<file path="config.mk">
export PLATFORM = sky130hd
export DESIGN_NAME = mux_scan_capture
export DESIGN_NICKNAME = d
export VERILOG_FILES = /design/src/rtl/mux_scan_capture.sv
export SDC_FILE = /design/constraint.sdc
export NUM_CORES = 1
export LEC_CHECK = 0
export CORE_UTILIZATION = 45
export CTS_BUF_LIST = sky130_fd_sc_hd__clkbuf_4 sky130_fd_sc_hd__clkbuf_8
export DETAILED_ROUTE_END_ITERATION = 16
export PLACE_DENSITY_LB_ADDON = 0.3
export SYNTH_ARGS = -nofsm -noshare
export SYNTH_HDL_FRONTEND = slang
export SYNTH_SLANG_ARGS = --single-unit
</file>
<file path="constraint.sdc">
create_clock -name clk -period 1.5 [get_ports clk]
set_input_delay 0.3 -clock clk [delete_from_list [all_inputs] [get_ports clk]]
set_output_delay 0.3 -clock clk [all_outputs]
set_load 0.02 [all_outputs]
</file>
<file path="src/rtl/mux_scan_capture.sv">
// mux_scan_capture: steps a 74153-style selector through inputs 0..3 and packs
// the synchronized samples of its output into a 4-bit word.
module mux_scan_capture #(
  parameter int DWELL = 4
) (
  input  logic       clk,
  input  logic       rst_n,
  input  logic       start,
  input  logic       cont,
  input  logic       mux_y,
  output logic       sel_a1,
  output logic       sel_a0,
  output logic       mux_g,
  output logic [3:0] word,
  output logic       word_valid,
  output logic       busy
);
  localparam int CW = $clog2(DWELL);
  localparam logic [0:0] S_IDLE = 1'b0;
  localparam logic [0:0] S_SCAN = 1'b1;
  localparam logic [CW-1:0] LAST = CW'(DWELL - 1);
  if (DWELL < 3) begin : g_dwell_chk
    $error("DWELL must be at least 3 to cover synchronizer latency");
  end
  logic [0:0]    r_state;
  logic [1:0]    r_idx;
  logic [CW-1:0] r_cnt;
  logic [2:0]    r_shadow;
  logic          r_meta;
  logic          r_sync;
  logic [3:0]    r_word;
  logic          r_valid;
  logic          w_last;
  assign w_last     = r_cnt == LAST;
  assign busy       = r_state == S_SCAN;
  assign mux_g      = ~busy;
  // idx is held at 0 outside a scan, so it doubles as the select output
  assign {sel_a1, sel_a0} = r_idx;
  assign word       = r_word;
  assign word_valid = r_valid;
  always_ff @(posedge clk or negedge rst_n) begin
    if (!rst_n) begin
      r_state  <= S_IDLE;
      r_idx    <= 2'd0;
      r_cnt    <= '0;
      r_shadow <= 3'd0;
      r_meta   <= 1'b0;
      r_sync   <= 1'b0;
      r_word   <= 4'd0;
      r_valid  <= 1'b0;
    end else begin
      r_meta  <= mux_y;
      r_sync  <= r_meta;
      r_valid <= 1'b0;
      if (r_state == S_IDLE) begin
        if (start) begin
          r_state <= S_SCAN;
          r_idx   <= 2'd0;
          r_cnt   <= '0;
        end
      end else if (!w_last) begin
        r_cnt <= r_cnt + 1'b1;
      end else begin
        r_cnt <= '0;
        if (r_idx != 2'd3) begin
          r_shadow[r_idx] <= r_sync;
          r_idx           <= r_idx + 1'b1;
        end else begin
          r_word  <= {r_sync, r_shadow};
          r_valid <= 1'b1;
          r_idx   <= 2'd0;
          r_state <= cont ? S_SCAN : S_IDLE;
        end
      end
    end
  end
endmodule

</file>
# After elaboration in Yosys (flattened, before gate mapping)
# Cells that the tools add are included.
totals:
  ff_bits: 15
  input_bits: 5
  out_inout_bits: 9
  wordCells: 39
op_classes:
  n_addsub: 2
  order_cmp: 2
  n_eq_ne: 3
  n_mux: 17
  n_bitwise: 2
  reduce_logical: 5
ops:
  columns: ["cell", "n"]
  rows:
  - ["$mux W2", 6]
  - ["$mux W1", 9]
  - ["$reduce_and A3 Y1", 2]
  - ["$add A2 B1 Y2 const B", 2]
  - ["$bwmux W3", 1]
  - ["$lt A2 B3 Y1 const B", 1]
  - ["$demux W1 S2", 1]
  - ["$eq A2 B2 Y1 const B", 1]
  - ["$ge A2 B1 Y1 const B", 1]
  - ["$ne A2 B1 Y1 const B", 1]
  - ["$ne A2 B2 Y1 const B", 1]
  - ["$not A1 Y1", 2]
  - ["$reduce_and A2 Y1", 1]
  - ["$reduce_bool A2 Y1", 1]
  - ["$logic_and A1 B1 Y1", 1]

# Longest topological paths before layout
# Gate-level depths: netlist of the first run.
logic_depth:
  word_depth: 5
  ltp_mapped: 4
  ltp_nobuf: 4

# Worst setup path before layout of the first run
# OpenSTA, ideal clock, no wires.
synth_timing:
  path_kind: "flip-flop to flip-flop"
  from: "reg r_idx[1]"
  to: "reg r_word[0] (netlist: word[0])"
  setup_ns: 0.125
  t_arrival_ns: 1.258
  required_time_ns: 1.375
  path_slack_ns: 0.118
  stages_incl_launch_ff: 4
  n_path_buf: 0
  period_less_slack_ns: 1.382
  cell_sequence: "dfrtp_1 -> ha_1 -> nand3_1 -> mux2_2"
synth_between:
  elab_chain_cells: 3
synth_lines:
  columns: ["element", "line", "source"]
  rows:
  - ["start, declared", "26", "logic [1:0] r_idx;"]
  - ["start signal, assigned", "67", "r_idx <= r_idx + 1'b1;"]
  - ["$ne A2 B2 Y1", "65", "if (r_idx != 2'd3) begin"]
  - ["$not A1 Y1 (no source line)", null, null]
  - ["$reduce_and A3 Y1 (no source line)", null, null]
  - ["end signal, assigned", "69", "r_word <= {r_sync, r_shadow};"]
  - ["end, declared", "31", "logic [3:0] r_word;"]
# No other way between the ends.
# A chain may end at the register's enable or synchronous reset.

# Final worst setup path of the first run
layout_timing:
  from: "reg r_state (netlist: busy)"
  to: "out mux_g"
layout_between:
  elab_chain_cells: 1
layout_lines:
  columns: ["element", "line", "source"]
  rows:
  - ["start, declared", "25", "logic [0:0] r_state;"]
  - ["start signal, assigned", "72", "r_state <= cont ? S_SCAN : S_IDLE;"]
  - ["$not A1 Y1", null, null]
  - ["end, declared", "13", "output logic mux_g,"]
# No other way between the ends.

==> impl_metrics.env, run 1 <==
export IMPL_fin_crit_ps=1450
export IMPL_die_width_um=40.2
export IMPL_path_clk_slew_ps=90
export IMPL_port_buffers=13
export IMPL_ys_seq_elements=15
export IMPL_diodes=0
export IMPL_crit_family="buffers and inverters"
export IMPL_arrival_ps=1150
export IMPL_clk_latency_ps=280
export IMPL_placed_cells=77
export IMPL_worstPathMaxFanout=5
export IMPL_synth_area_um2=656
export IMPL_io_pins=14
export IMPL_cts_buffer_depth=2
export IMPL_worst_slew_pin_slew_ps=231
export IMPL_worst_slack_ps=53.0
export IMPL_min_period_over_period=0.965
export IMPL_seq_area_frac_synth=0.573
export IMPL_setup_viol=0
export IMPL_rr_endpoint="word[3]"
export IMPL_syn_avg_cell_area_um2=13.7
export IMPL_grt_setup_unrepaired="false"
export IMPL_h_tree_depth=1
export IMPL_rows=13
export IMPL_clock_skew_ps=9.99
export IMPL_drt_iter0_drc=5
export IMPL_grt_pass1_wl_mm=1.75
export IMPL_dpl_hpwl_um=792
export IMPL_slew_headroom=0.846
export IMPL_drt_vias_per_instance=5.04
export IMPL_gp_congestion=0.625
export IMPL_ff2ff_setup_slack_ps=100
export IMPL_clock_fmax_mhz=691
export IMPL_cts_hold_buffers=0
export IMPL_postCtsResizedCells=9
export IMPL_holdCritPathClass="in -> async"
export IMPL_slew_viol_final=0
export IMPL_hold_viol_final=0
export IMPL_total_power_mw=1.65
export IMPL_drc=0
export IMPL_area_growth_pct=27.1
export IMPL_synth_cell_types=15
export IMPL_multi_input_area_um2=249
export IMPL_dpl_worst_slack_ps=95.0
export IMPL_power_density_nw_per_um2=1980
export IMPL_vdd_drop_max_mv=0.869
export IMPL_grtUsageTotal=0.176
export IMPL_crit_required_ps=1200
export IMPL_r2r_start="r_idx[0]"
export IMPL_setup_tns_final_ps=0
export IMPL_stdcell_count=81
export IMPL_grt_pass1_vias=395
export IMPL_coreArea_um2=1330
export IMPL_final_layout_size_suffix_gt1_frac=0.227
export IMPL_die_area_um2=1610
export IMPL_antenna_found_initial=0
export IMPL_cts_sinks=15
export IMPL_crit_path_start_kind="register"
export IMPL_drt_wl_total_mm=1.06
export IMPL_root_buffer="clkbuf_4"
export IMPL_worstSetupEndpointType="output pin"
export IMPL_ys_warn_count=0
export IMPL_vias=408
export IMPL_wl_per_cell_um=13.1
export IMPL_yosys_top_cells_area="dfrtp_1 (57%), mux2_2 (14%), ha_1 (9.5%)"
export IMPL_synthCells=48
export IMPL_critPathMaxStageDelay_ps=430
export IMPL_syn_num_nets=58
export IMPL_cap_violations=0
export IMPL_grt_overflow_total=0
export IMPL_leakagePower_nw=0.412
export IMPL_layout_area_seq_um2=375
export IMPL_synth_area_leader_cell="dfrtp_1"
export IMPL_path_cells="inv_1, dlygate4sd2_1"
export IMPL_cts_made_buffers=3
export IMPL_tritoncts="yes"
export IMPL_r2r_cells=3
export IMPL_nets=77
export IMPL_path_class="reg -> out"
export IMPL_synth_top_area_frac=0.573
export IMPL_grt_max_degree=16
export IMPL_post_cts_setup_buffer_count=0
export IMPL_outcome="finished clean"
export IMPL_fillCellCount=111
export IMPL_cpMaxStageDelayCell="dfrtp_1"
export IMPL_ant_nets=0
export IMPL_initial_core_util=0.492
export IMPL_crit_buf_inv=2
export IMPL_die_h_um=40.2
export IMPL_dr_pass1_iters=4
[final cells by class]
type	count	area share
clock buffers	4	0.0360
multi-input cells	26	0.299
flip-flops and latches	15	0.450
well taps	15	0.0225
inverters	5	0.0225
repair buffers	16	0.170
[registers in the layout, summed over array words and instances (netlist names)]
register and count:
word 4, busy 1, r_meta 1, r_sync 1
r_idx 2, r_shadow 3, word_valid 1, r_cnt 2
[power breakdown]
part | leakage [nW] | switching [mW] | total (mW) | internal, mW
clock network | 0.0184 | 0.122 | 0.243 | 0.121
registers | 0.179 | 0.110 | 0.679 | 0.569
logic | 0.214 | 0.352 | 0.728 | 0.376
[cell usage after synthesis (all sizes together)]
cell type   n
nand3       1
nor2        1
mux2i       1
inv         5
xnor2       1
ha          5
nand2b      2
buf         2
mux2        8
dfrtp      15
a22o        1
a41oi       1
nand4b      3
o22ai       2
[cell usage in the layout, fill, tap and decap left out, drive strengths merged, types with 2 or more instances in the layout]
master          n
dlygate4sd2     9
nand2b          2
ha              5
mux2            8
o22ai           2
dfrtp          15
buf             3
clkdlybuf4s50   4
clkbuf          4
inv             5
nand4b          3
[worst max path at each step]
stage	endpoint	startpoint	depth (start not counted)	slack [ps]
floorplan	word[0]	r_idx[1]	3	120
global placement	mux_g	busy	2	90
detailed placement	mux_g	busy	2	100
CTS	mux_g	busy	2	50
global route	mux_g	busy	2	0.08
finish	mux_g	busy	2	50
[logic make-up (layout without fill, tap and decap cells)]
kind of cell	Yosys count	in the layout	share of synthesized area
adders and majority gates	5	5	0.0954
DFF	15	15	0.573
buffers and inverters	7	25	0.0477
xor gates and xnor gates	1	1	0.0134
and+or+nand+nor	7	7	0.0725
AOI/OAI and AO/OA	4	4	0.0458
muxes	9	9	0.153
[worst reg2reg max path, delay by kind of cell (launching register included)]
kind / cells / cell delay (ps)
flip-flops: 1 / 460
adder cells (fa/ha/maj): 1 / 260
AND/OR/NAND/NOR: 1 / 210
multiplexers: 1 / 370
[per-layer routing]
layer	vias up	track usage	routed length (um)
li1	201	-	-
met1	193	0.218	503
met2	12	0.266	506
met3	2	0.0611	47
met4	0	0.100	7
met5	-	0	0
[through the flow]
| step | cell area [um^2] | util | hold slack, ps |
|---|---|---|---|
| 4_1_cts | 833 | 0.625 | 352 |
| 6_report | 833 | 0.625 | 345 |
| 5_1_grt | 833 | 0.625 | 363 |
| 2_1_floorplan | 656 | - | 4.41 |
| 3_3_place_gp | 815 | 0.611 | 339 |
| 3_5_place_dp | 815 | 0.611 | 338 |
Note: power is estimated with default switching activity, not from simulation.
==> run 2: changes to the inputs <==
--- a/config.mk
+++ b/config.mk
@@ -8,6 +8,7 @@
 export CORE_UTILIZATION = 45
 export CTS_BUF_LIST = sky130_fd_sc_hd__clkbuf_4 sky130_fd_sc_hd__clkbuf_8
 export DETAILED_ROUTE_END_ITERATION = 16
+export MAX_ROUTING_LAYER = met4
 export PLACE_DENSITY_LB_ADDON = 0.3
 export SYNTH_ARGS = -nofsm -noshare
 export SYNTH_HDL_FRONTEND = slang
==> impl_metrics.env, run 2 (synthesis gave the netlist of run 1 again) <==
export IMPL_fillCellCount=111
export IMPL_setup_viol=0
export IMPL_worstPathMaxFanout=5
export IMPL_grt_max_degree=16
export IMPL_root_buffer="clkbuf_4"
export IMPL_power_frac_seq=0.411
export IMPL_grt_pass1_wl_mm=1.73
export IMPL_vdd_drop_max_mv=0.869
export IMPL_timing_hold_ws_ps=344
export IMPL_wl_met3_um=34
export IMPL_wl_met2_um=507
export IMPL_grt_pass1_vias=397
export IMPL_drt_iter0_drc=5
export IMPL_slew_headroom=0.846
export IMPL_dpl_hpwl_um=792
export IMPL_rows=13
export IMPL_cpMaxStageDelayCell="dfrtp_1"
export IMPL_path_cells="inv_1, dlygate4sd2_1"
export IMPL_area_growth_pct=27.1
export IMPL_dr_pass1_iters=4
export IMPL_nets=77
export IMPL_leakagePower_nw=0.412
export IMPL_placed_area_um2=815
export IMPL_setup_tns_final_ps=0
export IMPL_power_frac_comb=0.441
export IMPL_cap_violations=0
export IMPL_drc=0
export IMPL_drt_met1_wl_um=523
export IMPL_arrival_ps=1150
export IMPL_final_common_cell="dfrtp_1"
export IMPL_highest_layer="met4"
export IMPL_cts_sinks=15
export IMPL_clk_latency_ps=280
export IMPL_outcome="finished clean"
export IMPL_die_h_um=40.2
export IMPL_slew_viol_final=0
export IMPL_placed_cells=77
export IMPL_min_period_over_period=0.965
export IMPL_grtUsageTotal=0.180
export IMPL_dpl_worst_slack_ps=95.0
export IMPL_cts_made_buffers=3
export IMPL_fin_crit_ps=1450
export IMPL_largest_reg_flops=4
export IMPL_wl_per_cell_um=13.2
export IMPL_tritoncts="yes"
export IMPL_critPathMaxStageDelay_ps=430
export IMPL_clkPwrFrac=0.149
export IMPL_die_area_um2=1610
export IMPL_stdcell_count=81
export IMPL_power_share_switching=0.355
export IMPL_drt_wl_total_mm=1.07
export IMPL_internal_power_mw=1.07
export IMPL_gp_congestion=0.630
export IMPL_stdcell_area_um2=833
export IMPL_worstSetupEndpointType="output pin"
export IMPL_antenna_found_initial=0
export IMPL_hold_viol_final=0
export IMPL_worst_slack_ps=52.8
export IMPL_h_tree_depth=1
export IMPL_crit_path_start_kind="register"
export IMPL_worst_slew_pin_slew_ps=231
export IMPL_path_class="reg -> out"
export IMPL_power_density_nw_per_um2=1980
export IMPL_initial_core_util=0.492
export IMPL_post_cts_setup_buffer_count=0
export IMPL_grt_setup_unrepaired="false"
export IMPL_ant_nets=0
export IMPL_io_pins=14
export IMPL_final_layout_size_suffix_gt1_frac=0.227
export IMPL_clock_fmax_mhz=691
export IMPL_die_width_um=40.2
export IMPL_holdCritPathClass="in -> async"
export IMPL_coreArea_um2=1330
export IMPL_port_buffers=13
export IMPL_final_cell_mix="dfrtp_1 (15), dlygate4sd2_1 (9), mux2_2 (8)"
export IMPL_diodes=0
export IMPL_vias=407
export IMPL_path_clk_slew_ps=90
export IMPL_clock_skew_ps=8.32
export IMPL_cts_buffer_depth=2
export IMPL_switchingPower_mw=0.586
export IMPL_drt_vias_per_instance=5.02
export IMPL_crit_required_ps=1200
export IMPL_grt_overflow_total=0
## run 2: cell counts in the layout (fill, tap and decap cells not counted)
Identical to the previous run, type by type.
## run 2: critical path: cells and delay by family, from the launching register on
kind,cells,cell delay (ps)
buffers and inverters,2,430
DFF,1,430
## run 2: metal layers
layer | vias to the layer above | track usage
li1 | 201 | -
met1 | 192 | 0.221
met2 | 12 | 0.266
met3 | 2 | 0.0500
met4 | 0 | 0.100
met5 | - | -
## run 2: cell type report
type                       count  area, um^2  share of cell area
sequential                    15         375               0.450
multi-input combinational     26         249               0.299
timing repair buffer          16         141               0.170
clock buffer                   4        30.0              0.0360
inverter                       5        18.8              0.0225
tap                           15        18.8              0.0225
## run 2: per-stage QoR
step | total power [mW] | utilization
floorplan | 1.18 | -
global placement | 1.47 | 0.611
detailed placement | 1.49 | 0.611
CTS | 1.67 | 0.625
global route | 1.79 | 0.625
finish | 1.65 | 0.625
## run 2: power by group through the flow
stage               Sequential, mW  Combinational [mW]  Clock [mW]
finish                       0.679               0.728       0.245
floorplan                    0.779               0.404           0
CTS                          0.682               0.739       0.253
global placement             0.683               0.784           0
detailed placement           0.696               0.794           0
global route                 0.708               0.811       0.271
## run 2: worst paths after layout
path,endpoint,slack (ps),cells after the start,from
max reg2reg,word[3],100,3,r_idx[0]
max,mux_g,50,2,busy
min,word[1],340,2,rst_n
min in group clk,r_sync,360,0,r_meta
min reg2reg,r_sync,360,0,r_meta
max in group asynchronous,r_meta,980,2,rst_n
## run 2: what timing repair did
action | in CTS | in global routing
hold buffers | 0 | 0
setup endpoints to repair | 9 | 0
gates resized for setup | 9 | 0
hold endpoints to repair | 0 | 0
==> run 3: changes to the inputs <==
--- a/config.mk
+++ b/config.mk
@@ -5,6 +5,7 @@
 export SDC_FILE = /design/constraint.sdc
 export NUM_CORES = 1
 export LEC_CHECK = 0
+export ABC_AREA = 1
 export CORE_UTILIZATION = 45
 export CTS_BUF_LIST = sky130_fd_sc_hd__clkbuf_4 sky130_fd_sc_hd__clkbuf_8
 export DETAILED_ROUTE_END_ITERATION = 16
==> impl_metrics.env, run 3 <==
export IMPL_cts_buffer_depth=2
export IMPL_power_density_nw_per_um2=1920
export IMPL_path_class="reg -> out"
export IMPL_rows=13
export IMPL_synth_area_um2=669
export IMPL_ant_nets=0
export IMPL_min_period_over_period=0.949
export IMPL_coreArea_um2=1350
export IMPL_clkPwrFrac=0.157
export IMPL_vdd_drop_max_mv=1.17
export IMPL_ys_warn_count=0
export IMPL_internal_power_mw=0.941
export IMPL_worstSetupEndpointType="output pin"
export IMPL_grt_max_degree=16
export IMPL_crit_path_start_kind="register"
export IMPL_highest_layer="met4"
export IMPL_clock_fmax_mhz=702
export IMPL_worstPathMaxFanout=3
export IMPL_power_share_switching=0.419
export IMPL_r2r_cells=5
export IMPL_total_power_mw=1.62
export IMPL_outcome="finished clean"
export IMPL_gp_congestion=0.763
export IMPL_worst_slew_pin_slew_ps=234
export IMPL_drc=0
export IMPL_synthTopCellsByCount="nand2_1 (20), dfrtp_1 (15), nand3_1 (6), o21ai_0 (6), ha_1 (5)"
export IMPL_switchingPower_mw=0.680
export IMPL_cap_violations=0
export IMPL_grt_pass1_vias=458
export IMPL_setup_viol=0
export IMPL_hold_viol_final=0
export IMPL_synth_top_area_frac=0.561
export IMPL_initial_core_util=0.496
export IMPL_ff2ff_setup_slack_ps=280
export IMPL_area_growth_pct=26.2
export IMPL_crit_required_ps=1200
export IMPL_stdcell_count=99
export IMPL_synth_edf_count=0
export IMPL_wl_met2_um=558
export IMPL_grt_setup_unrepaired="false"
export IMPL_die_h_um=40.6
export IMPL_die_width_um=40.6
export IMPL_critPathMaxStageDelay_ps=410
export IMPL_final_common_cell="nand2_1"
export IMPL_final_cell_mix="nand2_1 (20), dfrtp_1 (15), dlygate4sd2_1 (9)"
export IMPL_dr_pass1_iters=4
export IMPL_h_tree_depth=1
export IMPL_post_cts_setup_buffer_count=0
export IMPL_cpMaxStageDelayCell="dfrtp_1"
export IMPL_power_frac_comb=0.441
export IMPL_grt_overflow_total=0
export IMPL_placed_cells=95
export IMPL_wl_per_cell_um=12.1
export IMPL_grtUsageTotal=0.196
export IMPL_drt_wl_total_mm=1.20
export IMPL_drt_vias_per_instance=4.97
export IMPL_synth_cell_types=14
export IMPL_ys_flop_type="dfrtp_1"
export IMPL_r2r_start="r_idx[1]"
export IMPL_leakagePower_nw=0.460
export IMPL_io_pins=14
export IMPL_synth_most_common_cell="nand2_1"
export IMPL_slew_viol_final=0
export IMPL_tritoncts="yes"
export IMPL_arrival_ps=1120
export IMPL_synth_async_reset_ratio=1.00
export IMPL_wl_met3_um=55
export IMPL_fin_crit_ps=1420
export IMPL_seq_area_frac_synth=0.561
export IMPL_largest_reg_flops=4
export IMPL_port_buffers=13
export IMPL_die_area_um2=1650
export IMPL_multi_input_area_um2=268
export IMPL_drt_iter0_drc=6
export IMPL_rr_endpoint="r_shadow[1]"
export IMPL_clock_skew_ps=4.95
export IMPL_nets=95
export IMPL_setup_tns_final_ps=0
export IMPL_root_buffer="clkbuf_4"
export IMPL_ys_seq_elements=15
export IMPL_antenna_found_initial=0
export IMPL_synthCells=66
export IMPL_diodes=0
export IMPL_power_frac_seq=0.401
export IMPL_cts_made_buffers=3
export IMPL_syn_num_nets=76
export IMPL_holdCritPathClass="in -> async"
export IMPL_drt_met1_wl_um=555
export IMPL_clk_latency_ps=280
export IMPL_path_cells="inv_1, dlygate4sd2_1"
export IMPL_syn_avg_cell_area_um2=10.1
export IMPL_cts_sinks=15
export IMPL_layout_area_seq_um2=375
export IMPL_path_clk_slew_ps=90
export IMPL_yosys_top_cells_area="dfrtp_1 (56%), nand2_1 (11%), ha_1 (9.3%)"
export IMPL_synth_area_leader_cell="dfrtp_1"
export IMPL_grt_pass1_wl_mm=1.93
export IMPL_vias=492
export IMPL_slew_headroom=0.844
export IMPL_final_layout_size_suffix_gt1_frac=0.119
export IMPL_fillCellCount=129
-- run 3: cell types whose count changed after synthesis, moves of 3 or more --
cell	delta
nand4b_1	-3
nand3_1	+5
nand2_1	+20
mux2_2	-8
o21ai_0	+6
nand4_1	+3
-- run 3: metal layers --
layer | GRT usage | up-vias
li1 | - | 254
met1 | 0.243 | 217
met2 | 0.278 | 16
met3 | 0.0500 | 5
met4 | 0.133 | 0
met5 | - | -
-- run 3: worst max-delay path, delay by kind of cell (launching register included) --
kind / cells / cell delay (ps)
buffers and inverters: 2 / 420
DFF: 1 / 410
-- run 3: cell families after synthesis --
family / after synthesis / synth area share
AND/OR/NAND/NOR: 33 / 0.254
AO/OA/AOI/OAI: 7 / 0.0523
buffers and inverters: 6 / 0.0392
adder cells (fa/ha/maj): 5 / 0.0935
flip-flops: 15 / 0.561
-- run 3: cell type report --
cell class	instances	share of cell area
Sequential cell	15	0.444
Multi-Input combinational cell	45	0.317
Timing Repair Buffer	15	0.159
Tap cell	15	0.0222
Inverter	5	0.0222
Clock buffer	4	0.0356
-- run 3: worst max path at each step --
stage / cells past startpoint / end / slack (ps) / from
after floorplan: 4 / word[0] / 290 / r_idx[0]
after global placement: 2 / mux_g / 150 / busy
after detailed placement: 2 / mux_g / 120 / busy
after CTS: 2 / mux_g / 80 / busy
after global routing: 2 / mux_g / 30 / busy
final: 2 / mux_g / 80 / busy
-- run 3: metrics by stage --
stage / hold WS [ps] / area [um^2] / util / worst slack [ps]
2_1_floorplan: 4.41 / 669 / - / 291
3_3_place_gp: 333 / 826 / 0.612 / 147
3_5_place_dp: 344 / 826 / 0.612 / 116
4_1_cts: 331 / 845 / 0.626 / 75.4
5_1_grt: 338 / 845 / 0.626 / 28.4
6_report: 319 / 845 / 0.626 / 76.4
-- run 3: power groups by stage --
stage               clock (mW)  sequential (mW)  combinational, mW
finish                   0.255            0.651              0.716
CTS                      0.253            0.654              0.725
global route             0.271            0.676              0.811
detailed placement           0            0.665              0.785
global placement             0            0.659              0.756
floorplan                    0            0.760              0.392
-- run 3: repair_timing --
item | CTS | global route
resized for setup | 9 | 0
setup endpoints to repair | 9 | 0
hold buffers | 0 | 0
endpoints found under the hold margin | 0 | 0
==> RTL edit 1: new RTL, flow settings as in run 1 <==
Set the parameter `DWELL` to 8 (it was 4).
--- a/src/rtl/mux_scan_capture.sv
+++ b/src/rtl/mux_scan_capture.sv
@@ -1,7 +1,7 @@
 // mux_scan_capture: steps a 74153-style selector through inputs 0..3 and packs
 // the synchronized samples of its output into a 4-bit word.
 module mux_scan_capture #(
-  parameter int DWELL = 4
+  parameter int DWELL = 8
 ) (
   input  logic       clk,
   input  logic       rst_n,
Behaviour: not the same (a bounded check fails within 10 cycles, from zero or initial values and one cycle with rst_n low).
==> RTL edit 1 against run 1 <==
Design area up 11%; final cell count grew 7.4%; total power decreased by 5.8%; hold slack lost 0.022 ns; count of clock-buffer cells in the layout unchanged; setup slack better by 0.027 ns; highest routed layer unchanged; area after synthesis grew 12%; first-iteration DRC count shrank 80%; sequential cell count grew 1; wire length increased by 11%.
==> RTL edit 1: results (changes against run 1) <==
[cts]
cts.path.max_buffers=2  ; unchanged
cts_buffers=3  ; unchanged
path_clk_slew_ns=0.10

[worst_setup_path]
start_kind=flip-flop  ; unchanged
cp_top_family=adder cells  ; was buffers and inverters
r2r_start=r_cnt[0]  ; was r_idx[0]
crit_end=r_shadow[1]  ; was mux_g
path_max_fanout=4  ; was 5
r2r_cells=4  ; was 3
slowest_delay_ns=0.41  ; was 0.43 ns

[place]
pre_cts_slack_ns=0.103  ; was 0.0950 ns
placed_cell_area_um2=897  ; was 815 µm²
hpwl_um=869  ; was 792 µm
gp_congestion=0.772  ; was 0.625
dp_cells=83  ; was 77

[power_and_ir_drop]
p_clk_share_pct=18.0  ; was 14.8%
combPwrFrac_pct=38.2  ; was 44.1%
cellLeakagePower_uw=0.000476  ; was 0.000412 µW
vdd_ir_drop_max_uv=1030  ; was 869 µV
p_sw_share_pct=33.0  ; was 35.4%

[synthesis]
seq_area_frac_synth_pct=54.4  ; was 57.3%
synth_cells=52  ; was 48
yosys-top-cells-count=16 x dfrtp_1, 7 x ha_1, 5 x mux2_1  ; was 15 x dfrtp_1, 8 x mux2_2, 5 x ha_1, 5 x inv_1, 3 x nand4b_1
netlist_top_cells_area=dfrtp_1 54%, ha_1 12%, mux2_1 7.7%  ; was dfrtp_1 57%, mux2_2 14%, ha_1 9.5%
ys_types=19  ; was 15
synth_fp_nets=64  ; was 58

[drt]
routedWlPerCell_um=13.6  ; was 13.1 µm
drtPass1Iterations=2  ; was 4
viasPerCell=5.32  ; was 5.04
wl_met2_um=538  ; was 506 µm
wl_met3_um=53  ; was 47 µm
drt_iter0_markers=1  ; was 5
wl_met1_um=579  ; was 503 µm
vias=463  ; was 408

[sta]
tightest_slew_ns=0.211  ; was 0.231 ns
fin_skew_ns=0.00456  ; was 0.00999 ns
fin_crit_ns=1.42  ; was 1.45 ns

[grt]
grt_pass1_wl_um=2080  ; was 1750 µm
grt_start_max_net_pins=17  ; was 16
grt_pass1_vias=496  ; was 395
grt.total_usage_pct=15.6  ; was 17.6%
groute.layer.met2.usage_pct=24.6  ; was 26.6%
use_met1_pct=19.8  ; was 21.8%
gr-usage-met3_pct=4.31  ; was 6.11%

[layout]
largest_register_ffs=4  ; unchanged
nets=84  ; was 77
drive_gt1_share_pct=19.7  ; was 22.7%

[outcome]
status=finished clean  ; unchanged

[RTL edit 1: logic make-up after synthesis]
group	Yosys count	synth area share, %
AND/OR/NAND/NOR	11	12.1
flip-flops	16	54.4
adder cells (fa/ha/maj)	7	11.9
AO/OA/AOI/OAI	5	5.95
buffers and inverters	5	3.57
multiplexers	8	12.1
[RTL edit 1: per-stage QoR]
| step | hold slack [ns] | power, µW |
|---|---|---|
| final | 0.322 | 1550 |
| after global routing | 0.343 | 1670 |
| after CTS | 0.324 | 1580 |
| after detailed placement | 0.349 | 1340 |
| after global placement | 0.332 | 1310 |
| after floorplan | 0.00441 | 1090 |
[RTL edit 1: final cells by class]
class	instances	area, µm²
Inverter	4	15.0
Clock buffer	4	36.3
Sequential cell	16	400
Multi-Input combinational cell	31	309
Fill cell	138	602
Timing Repair Buffer	16	141
Tap cell	16	20.0
[RTL edit 1: timing repair]
action | CTS | global route
setup endpoints to repair | 9 | 0
hold endpoints to repair | 0 | 0
setup buffers | 0 | 0
gates resized for setup | 9 | 0
==> RTL edit 2: new RTL, config.mk and constraints of run 1 <==
Without the edit above. Make the reset (`rst_n`) synchronous in one clocked block.
--- a/src/rtl/mux_scan_capture.sv
+++ b/src/rtl/mux_scan_capture.sv
@@ -38,7 +38,7 @@
   assign {sel_a1, sel_a0} = r_idx;
   assign word       = r_word;
   assign word_valid = r_valid;
-  always_ff @(posedge clk or negedge rst_n) begin
+  always_ff @(posedge clk) begin
     if (!rst_n) begin
       r_state  <= S_IDLE;
       r_idx    <= 2'd0;
Function: differs if rst_n is asserted again (counterexample within 4 cycles, from zero or initial values and one cycle with rst_n low); with rst_n held inactive, the same outputs for 10 cycles.
==> RTL edit 2 against run 1 <==
Core utilization is 0.47 points higher; design area is 0.75% higher; critical path type unchanged; final cell count is 16% higher; wire length is 5.6% higher; synthesized cell count is 25% higher; area after synthesis is 0.19% lower; setup slack better by 0.14 ns; count of clock-buffer cells in the layout stayed put; sequential cell count stayed put; via count is 19% higher.
Power is not compared: it rests on default switching activity, and its combinational part moved more than twofold at a synthesized area within 25%.
==> RTL edit 2: results (changes against run 1) <==
[outcome]
status=finished clean  ; unchanged

[place]
pre_cts_slack_ns=0.115  ; was 0.0950 ns
placed_cell_area_um2=817  ; was 815 µm²
hpwl_um=867  ; was 792 µm
dp_cells=90  ; was 77
gp_congestion=0.703  ; was 0.625

[worst_setup_path]
crit_end=sel_a1  ; was mux_g
r2r-end=busy  ; was word[3]
r2r_start=r_cnt[0]  ; was r_idx[0]
path_max_fanout=4  ; was 5
cp_top_family=flip-flops  ; was buffers and inverters
startpoint=r_idx[1]  ; was busy
slowest_delay_ns=0.39  ; was 0.43 ns
reg2reg_setup_slack_ns=0.28  ; was 0.10 ns
critPathSlowestCell=dfxtp_1  ; was dfrtp_1
critPathArrivalTime_ns=1.01  ; was 1.15 ns

[min_path]
holdCritPathClass=reg -> reg  ; was in -> async

[grt]
grt_start_max_net_pins=13  ; was 16
groute.layer.met2.usage_pct=29.4  ; was 26.6%
grt_pass1_wl_um=1970  ; was 1750 µm
grt_pass1_vias=438  ; was 395
use_met1_pct=22.8  ; was 21.8%
grt.total_usage_pct=19.1  ; was 17.6%
gr-usage-met3_pct=5.00  ; was 6.11%

[drt]
vias=484  ; was 408
drtPass1Iterations=2  ; was 4
wl_met3_um=40  ; was 47 µm
wl_met2_um=514  ; was 506 µm
drt_iter0_markers=2  ; was 5
wl_met1_um=547  ; was 503 µm

[cts]
cts-root-buf=clkbuf_4  ; unchanged

[synthesis]
async_flop_share_pct=0  ; was 100%
yosys-top-cells-count=15 x dfxtp_1, 9 x nand2_1, 7 x mux2i_1  ; was 15 x dfrtp_1, 8 x mux2_2, 5 x ha_1, 5 x inv_1, 3 x nand4b_1
syn_avg_cell_area_um2=10.9  ; was 13.7 µm²
seq_area_frac_synth_pct=45.9  ; was 57.3%
synth_fp_nets=70  ; was 58
ys_types=19  ; was 15
netlist_top_cells_area=dfxtp_1 46%, mux2i_1 11%, ha_1 9.6%  ; was dfrtp_1 57%, mux2_2 14%, ha_1 9.5%

[layout]
drive_gt1_share_pct=15.2  ; was 22.7%
instances_no_fill=94  ; was 81

[sta]
fin_skew_ns=0.00714  ; was 0.00999 ns
fin_hold_ws_ns=0.438  ; was 0.345 ns
fin_crit_ns=1.31  ; was 1.45 ns
slew_headroom_pct=80.5  ; was 84.6%

[power_and_ir_drop]
pwr-share-seq_pct=57.8

## RTL edit 2: changes by cell type in the layout (fill, tap and decap cells not counted), sizes merged, moves of 2 or more
cell	change
dfxtp	+15
nand2	+9
and2	+2
a21oi	+3
mux2i	+6
dfrtp	-15
mux2	-7
o22ai	-2
or3b	+2
## RTL edit 2: cell type report
| cell class | instances | area [µm²] |
|---|---|---|
| Clock buffer | 4 | 30.0 |
| Tap cell | 15 | 18.8 |
| Multi-Input combinational cell | 39 | 323 |
| Timing Repair Buffer | 17 | 153 |
| Fill cell | 133 | 494 |
| Sequential cell | 15 | 300 |
| Inverter | 4 | 15.0 |
## RTL edit 2: cell families after synthesis
| group | after synthesis | share of synthesized area (%) |
|---|---|---|
| AND/OR/NAND/NOR | 20 | 18.9 |
| AO/OA/AOI/OAI | 6 | 7.84 |
| multiplexers | 8 | 13.0 |
| adder cells (fa/ha/maj) | 5 | 9.56 |
| flip-flops | 15 | 45.9 |
| buffers and inverters | 6 | 4.78 |
